--- src/rtl/fb_swap_controller.sv ---
`default_nettype none
// ============================================================================
// Module      : fb_swap_controller
// Description : Ping-pong frame-buffer controller with tear-free swap on the
//               display frame-end. Optional statistics: FB_SWAP_STATS_EN.
// Revision    : 1.0 - initial release
// ============================================================================
module fb_swap_controller #(
   parameter int SCREEN_WIDTH       = 320,
   parameter int SCREEN_HEIGHT      = 180,
   parameter int MIN_DISPLAY_FRAMES = 1
) (
   input  logic        pixel_clk_in,
   input  logic        rst_n_in,
   input  logic        ray_valid_in,
   input  logic [15:0] ray_address_in,
   input  logic [15:0] ray_pixel_in,
   input  logic        ray_last_pixel_in,
   input  logic        display_frame_end_in,
   output logic [1:0]  fb_ready_to_switch_out,
   output logic [1:0]  fb_wea_out,
   output logic [15:0] fb_addr_out,
   output logic [15:0] fb_data_out,
   output logic        display_sel_out,
   output logic        overrun_err_out,
   output logic [15:0] swap_count_out,
   output logic [15:0] stall_frames_out
);

   typedef enum logic [1:0] {
      ST_RENDER    = 2'd0,
      ST_WAIT_SWAP = 2'd1,
      ST_SWAP      = 2'd2
   } state_t;

   localparam logic [31:0] C_NUM_PIXELS = 32'(SCREEN_WIDTH * SCREEN_HEIGHT);
   localparam logic [4:0]  C_MIN_FRAMES = 5'(MIN_DISPLAY_FRAMES);

   // Reset asserts asynchronously but releases on a clock edge.
   logic [1:0] rst_sync_q;
   logic [1:0] rst_sync_d;
   logic       rst_n;

   always_comb begin
      rst_sync_d = {rst_sync_q[0], 1'b1};
   end

   always_ff @(posedge pixel_clk_in or negedge rst_n_in) begin
      if (!rst_n_in) begin
         rst_sync_q <= 2'b00;
      end else begin
         rst_sync_q <= rst_sync_d;
      end
   end

   assign rst_n = rst_sync_q[1];

   state_t      state_q, state_d;
   logic        write_sel_q, write_sel_d;
   logic [3:0]  frames_q, frames_d;
   logic [1:0]  wea_q, wea_d;
   logic [15:0] addr_q, addr_d;
   logic [15:0] data_q, data_d;
   logic        err_q, err_d;
   logic        in_range;
   logic        swap_ok;
   logic        rdy;

   assign in_range = ({16'd0, ray_address_in} < C_NUM_PIXELS);
   assign swap_ok  = (({1'b0, frames_q} + 5'd1) >= C_MIN_FRAMES);
   // Masking with the last pixel keeps the grant from being sampled stale.
   assign rdy      = (state_q == ST_RENDER) && !ray_last_pixel_in;

   always_comb begin
      state_d     = state_q;
      write_sel_d = write_sel_q;
      frames_d    = frames_q;
      wea_d       = 2'b00;
      addr_d      = addr_q;
      data_d      = data_q;
      err_d       = err_q;

      if (display_frame_end_in && (frames_q != 4'hF)) begin
         frames_d = frames_q + 4'd1;
      end

      case (state_q)
         ST_RENDER: begin
            if (ray_valid_in && in_range) begin
               wea_d  = write_sel_q ? 2'b10 : 2'b01;
               addr_d = ray_address_in;
               data_d = ray_pixel_in;
            end
            if (ray_last_pixel_in) begin
               state_d = ST_WAIT_SWAP;
            end
         end
         ST_WAIT_SWAP: begin
            if (ray_valid_in || ray_last_pixel_in) begin
               err_d = 1'b1;
            end
            if (display_frame_end_in && swap_ok) begin
               write_sel_d = ~write_sel_q;
               frames_d    = 4'd0;
               state_d     = ST_SWAP;
            end
         end
         ST_SWAP: begin
            if (ray_valid_in || ray_last_pixel_in) begin
               err_d = 1'b1;
            end
            state_d = ST_RENDER;
         end
         default: begin
            state_d = ST_RENDER;
         end
      endcase
   end

   always_ff @(posedge pixel_clk_in or negedge rst_n) begin
      if (!rst_n) begin
         state_q     <= ST_RENDER;
         write_sel_q <= 1'b0;
         frames_q    <= 4'd0;
         wea_q       <= 2'b00;
         addr_q      <= 16'd0;
         data_q      <= 16'd0;
         err_q       <= 1'b0;
      end else begin
         state_q     <= state_d;
         write_sel_q <= write_sel_d;
         frames_q    <= frames_d;
         wea_q       <= wea_d;
         addr_q      <= addr_d;
         data_q      <= data_d;
         err_q       <= err_d;
      end
   end

   assign fb_ready_to_switch_out = {rdy, rdy};
   assign fb_wea_out             = wea_q;
   assign fb_addr_out            = addr_q;
   assign fb_data_out            = data_q;
   assign display_sel_out        = ~write_sel_q;
   assign overrun_err_out        = err_q;

`ifdef FB_SWAP_STATS_EN
   logic [15:0] swap_count_q, swap_count_d;
   logic [15:0] stall_q, stall_d;

   always_comb begin
      swap_count_d = swap_count_q;
      stall_d      = stall_q;
      if ((state_q == ST_WAIT_SWAP) && display_frame_end_in) begin
         if (swap_ok) begin
            swap_count_d = swap_count_q + 16'd1;
         end else begin
            stall_d = stall_q + 16'd1;
         end
      end
   end

   always_ff @(posedge pixel_clk_in or negedge rst_n) begin
      if (!rst_n) begin
         swap_count_q <= 16'd0;
         stall_q      <= 16'd0;
      end else begin
         swap_count_q <= swap_count_d;
         stall_q      <= stall_d;
      end
   end

   assign swap_count_out   = swap_count_q;
   assign stall_frames_out = stall_q;
`else
   assign swap_count_out   = 16'd0;
   assign stall_frames_out = 16'd0;
`endif

endmodule
`default_nettype wire

--- config.mk ---
export PLATFORM = sky130hd
export DESIGN_NAME = fb_swap_controller
export DESIGN_NICKNAME = d
export VERILOG_FILES = /design/src/rtl/fb_swap_controller.sv
export SDC_FILE = /design/constraint.sdc
export NUM_CORES = 1
export LEC_CHECK = 0
export BUFFER_PORTS_ARGS = -buffer_cell sky130_fd_sc_hd__buf_4
export CAP_MARGIN = 20
export CORE_AREA = 2 2 91 93
export CTS_CLUSTER_DIAMETER = 30
export CTS_CLUSTER_SIZE = 24
export DETAILED_ROUTE_END_ITERATION = 8
export DIE_AREA = 0 0 93 95
export GPL_ROUTABILITY_DRIVEN = 1
export RECOVER_POWER = 50
export SLEW_MARGIN = 40
export SYNTH_ARGS = -nofsm -noshare
export SYNTH_HDL_FRONTEND = slang
export SYNTH_SLANG_ARGS = --single-unit
--- constraint.sdc ---
create_clock -name pixel_clk_in -period 1.95 [get_ports pixel_clk_in]
set_input_delay 0.195 -clock pixel_clk_in [delete_from_list [all_inputs] [get_ports pixel_clk_in]]
set_output_delay 0.195 -clock pixel_clk_in [all_outputs]
set_load 0.01 [all_outputs]
# Word level (Yosys, flattened, before mapping)
# Index checks and enable logic that the tools add are counted.
# totals
output_inout_bits	70
n_memories	0
latchBits	0
input_bits	37
ramBits	0
register_bits	44
word_cells	39
mem_bits_ro	0
# classes
reduce_logical	12
n_eq_ne	5
div	0
addsub	2
shift	0
n_mul	0
bitwise_logic	1
order_cmp	2
n_mux	9
# ops
op	n
$lt A16 B16 Y1 const B	1
$mux W4	3
$mux W2	5
$reduce_and A2 Y1	4
$add A4 B1 Y5 const B	1
$ge A5 B1 Y1 const B	1
$add A4 B1 Y4 const B	1
$logic_and A1 B1 Y1	4
$ne A2 B2 Y1 const B	2
$ne A4 B4 Y1 const B	1
$pmux W2 S2	1
$eq A2 B1 Y1 const B	1
$eq A2 B2 Y1 const B	1
$logic_not A2 Y1	1
$reduce_or A2 Y1	1
$logic_not A1 Y1	1
$logic_or A1 B1 Y1	1
$not A1 Y1	1

# Depth between registers and ports, before layout
# depth
ltp_word	5
depth_mapped	6
ltp_nobuf	6

# Worst setup path before layout
# OpenSTA, ideal clock, no wires.
# synth_path
kind	flip-flop to flip-flop
start	register state_q[0]
end	register data_q[3], in the netlist fb_data_out[3]
period_less_slack_ns	1.732
required_time_ns	1.825
arrival_ns	1.607
setup_time_ns	0.125
n_path_buf	1
setup_slack_ns	0.218
path_stages_with_launch	7
cell_sequence	dfrtp_1 > inv_1 > ha_1 > and4bb_4 > a2bb2oi_4 > buf_8 > mux2_4
# synth_via
elab_chain_cells	2
# synth_lines
item	line_no	text
from (decl)	58	state_t state_q, state_d;
from (signal assigned)	130	state_q <= state_d;
$logic_not A2 Y1	87	case (state_q)
$reduce_and A2 Y1 (no source line)	-	
to (signal assigned)	135	data_q <= data_d;
to (decl)	63	logic [15:0] data_q, data_d;
# Every way passes these cells.
# A chain may end at the register's enable or synchronous reset.

# Worst setup path after layout
# layout_path
start	register state_q[0]
end	register data_q[11], in the netlist fb_data_out[11]
# The elaborated chain is that of the path after synthesis.

==> summary.txt <==
Critical path
  – Worst endpoint required time: 2130 ps
  – WP data arrival: 1970 ps
  – Worst-path maximum fanout: 20
  – Crit start category: register
  – CP Capture Type: register
  – Worst Path Class, Setup: reg -> reg

Synthesis
  – Yosys top cell area share: 47.96%
  – Seq/Total Area, Yosys: 47.96%
  – Yosys reg bits: 44
  – Netlist cell types: 31
  – Synth Cell Area: 0.002296 sq mm
  – Synth top area cells: dfrtp_1 48%, mux2_4 18%, buf_4 11%, ha_1 3.3%, mux2_2 2.0%
  – Yosys synthesis warning count: 0
  – Yosys top cell by area: dfrtp_1
  – Cells after synthesis: 176
  – Synthesized area per cell: 13.05 sq um

Routing
  – Total Wirelength: 4409 um
  – Antenna Nets Post-Route: 0
  – Initial drt markers: 49
  – DR vias: 1,452
  – First-pass DRT Iterations: 4
  – DR vias/cell: 4.045
  – WL/cell: 12.28 um
  – Drt drc: 0

STA
  – Setup TNS: 0 ps
  – Unrepaired setup endpoints after global routing: false
  – Worst Tran Pin Value: 1234 ps
  – Hold WS: 128.5 ps
  – Rel. slew slack: 17.72%
  – Tmin final: 1789 ps
  – Tcrit/Tclk final: 91.76%
  – Endpoints failing hold: 0
  – FMAX: 558.9 MHz
  – # setup viols final: 0
  – Clk_skew: 6.151 ps
  – Max-slew violations: 0

Clock network
  – Max clock buf depth: 2
  – Num CTS Buffers: 5
  – Worst-Skew Late Latency: 290 ps
  – H-tree levels: 2
  – Clock Tree Root: clkbuf_8
  – Clk slew on worst S/H paths: 80 ps
  – Clock Sinks: 44
  – Post CTS Setup Buffer Count: 0
  – CTS tree: yes

Floorplan
  – Die width: 93 um
  – Die Ht: 95 um
  – Starting Density: 28.96%
  – Ports: 107
  – Floorplan row count: 33
  – Full die area: 0.008835 sq mm
  – Core Region: 0.007928 sq mm

Power
  – Worst IR Drop VDD: 0.4896 mV
  – Pwr/cell area: 1430 mW/mm^2
  – Leak: 1.408 nW

Final layout
  – Non-Filler Instances: 359
  – Inserted Diodes: 0
  – Storage element area: 0.001101 sq mm
  – Area growth syn-to-layout: 22.18%
  – Share of layout cells above drive strength 1: 35.43%
  – Final core occ: 35.39%
  – Fin nets: 296
  – Area of the multi-input gates: 962.2 sq um
  – Fill cells: 834

Global routing
  – GRT Total Usage: 9.954%
  – Antenna violations before repair: 0
  – GR Overflow Total: 0
  – Largest net degree at the start of global routing: 31
  – Vias in the first global route: 1,438
  – First-pass GRT wire length: 6955 um

Place
  – Placed cell count: 350
  – DP HPWL: 3374 um
  – Port Buf Inserts: 74
  – Gpl congestion: 0.7584

Hold path
  – Worst hold path type: in -> reg

Flow run
  – Max-cap violations: 0

Status
  – Status: completed
[cell families (layout without fill, tap and decap cells)]
kind of cell / after synthesis / in the layout / synth area share (%)
buffers and inverters: 47 / 94 / 15.20
muxes: 31 / 31 / 19.62
xor gates and xnor gates: 1 / 1 / 0.3815
AOI/OAI and AO/OA: 22 / 22 / 6.921
other: 2 / 33 / 0.3271
adders and majority gates: 6 / 6 / 3.270
and+or+nand+nor: 23 / 23 / 6.322
DFF: 44 / 44 / 47.96
[where the power goes]
part           total [mW]  internal, mW  switching (mW)
combinational        1.80         0.979           0.820
sequential           1.63          1.33           0.292
clock               0.586         0.283           0.303
[sequential cells by signal (all words and copies together), names as in the netlist]
name / flops
overrun_err_out: 1
fb_addr_out: 16
fb_data_out: 16
state_q: 2
rst_sync_q: 2
fb_wea_out: 2
write_sel_q: 1
frames_q: 4
[critical path, stage by stage, from the launching register on]
cell and delay [ps]:
dfrtp_1 410, inv_1 80, ha_1 230, and4bb_4 210, a2bb2oi_4 160, buf_12 200
mux2_2 350
[Yosys cell counts]
library cell   n
o21ai_0        5
a2bb2oi_4      1
buf_8          1
nand3_1        5
o21bai_1       1
a31o_2         1
a21oi_1        7
ha_1           6
nor2b_1        1
o22ai_1        1
mux2_4        27
o2111ai_1      2
buf_12         2
and4bb_4       1
o211a_1        1
nand2b_1       3
and3b_1        1
nor3_2         1
mux2_2         4
conb_1         2
dfrtp_1       44
inv_1          8
buf_2          1
clkbuf_1       1
o211ai_1       3
buf_4         34
and3_1         3
nand2_1        3
nor2_1         4
xnor2_1        1
nor4b_2        1
[final timing paths]
kind                                    startpoint                          end  slack [ps]  cells after the start
max reg2reg                 state_q[0]$_DFFE_PN0P_  fb_data_out[11]$_DFFE_PN0P_         160                      6
max in group asynchronous  rst_sync_q[1]$_DFF_PN0_  fb_data_out[14]$_DFFE_PN0P_         600                      1
min                                ray_pixel_in[1]   fb_data_out[1]$_DFFE_PN0P_         130                      2
max                         state_q[0]$_DFFE_PN0P_  fb_data_out[11]$_DFFE_PN0P_         160                      6
min in group asynchronous                 rst_n_in      rst_sync_q[0]$_DFF_PN0_         210                      2
min reg2reg                rst_sync_q[0]$_DFF_PN0_      rst_sync_q[1]$_DFF_PN0_         350                      0
[cell usage in the layout (no fill, tap or decap), drive strengths merged]
cell and n:
buf 46, dfrtp 44, clkbuf 37, conb 33, mux2 31, inv 8
a21oi 7, ha 6, nand3 5, o21ai 5, nor2 4, nand2 3
and3 3, o211ai 3, nand2b 3, o2111ai 2, clkinv 2, nor3 1
and4bb 1, a2bb2oi 1, o21bai 1, nor4b 1, and3b 1, o22ai 1
a31o 1, o211a 1, nor2b 1, xnor2 1, dlygate4sd3 1
[per-stage QoR]
stage	setup slack (ps)	total power [mW]	cell area, sq um
2_1_floorplan	217.9	2.935	2412
3_3_place_gp	193.6	3.654	2816
3_5_place_dp	114.4	3.700	2816
4_1_cts	95.10	4.321	2919
5_1_grt	55.76	4.290	2805
6_report	160.7	4.011	2805
[what timing repair did]
item / in CTS / in global routing
gates resized for setup: 0 / 1
endpoints found under the hold margin: 2 / 0
setup endpoints to repair: 0 / 3
hold buffers: 1 / 0
[layout make-up]
class	count	share of cell area, %
inverter	8	1.070
clock inverter	2	0.3568
multi-input combinational	116	34.30
sequential	44	39.25
tap	105	4.683
timing repair buffer	78	17.40
clock buffer	6	2.944
[metal layers]
metal  up-vias  wire length, um  global-route usage (%)
met5         -                0                       0
met4         0               40                   2.696
met3         5              261                   2.554
met2        61             2087                   15.58
met1       703             2019                   13.74
li1        683                -                       -
No activity file was read; power rests on OpenSTA's default activity.
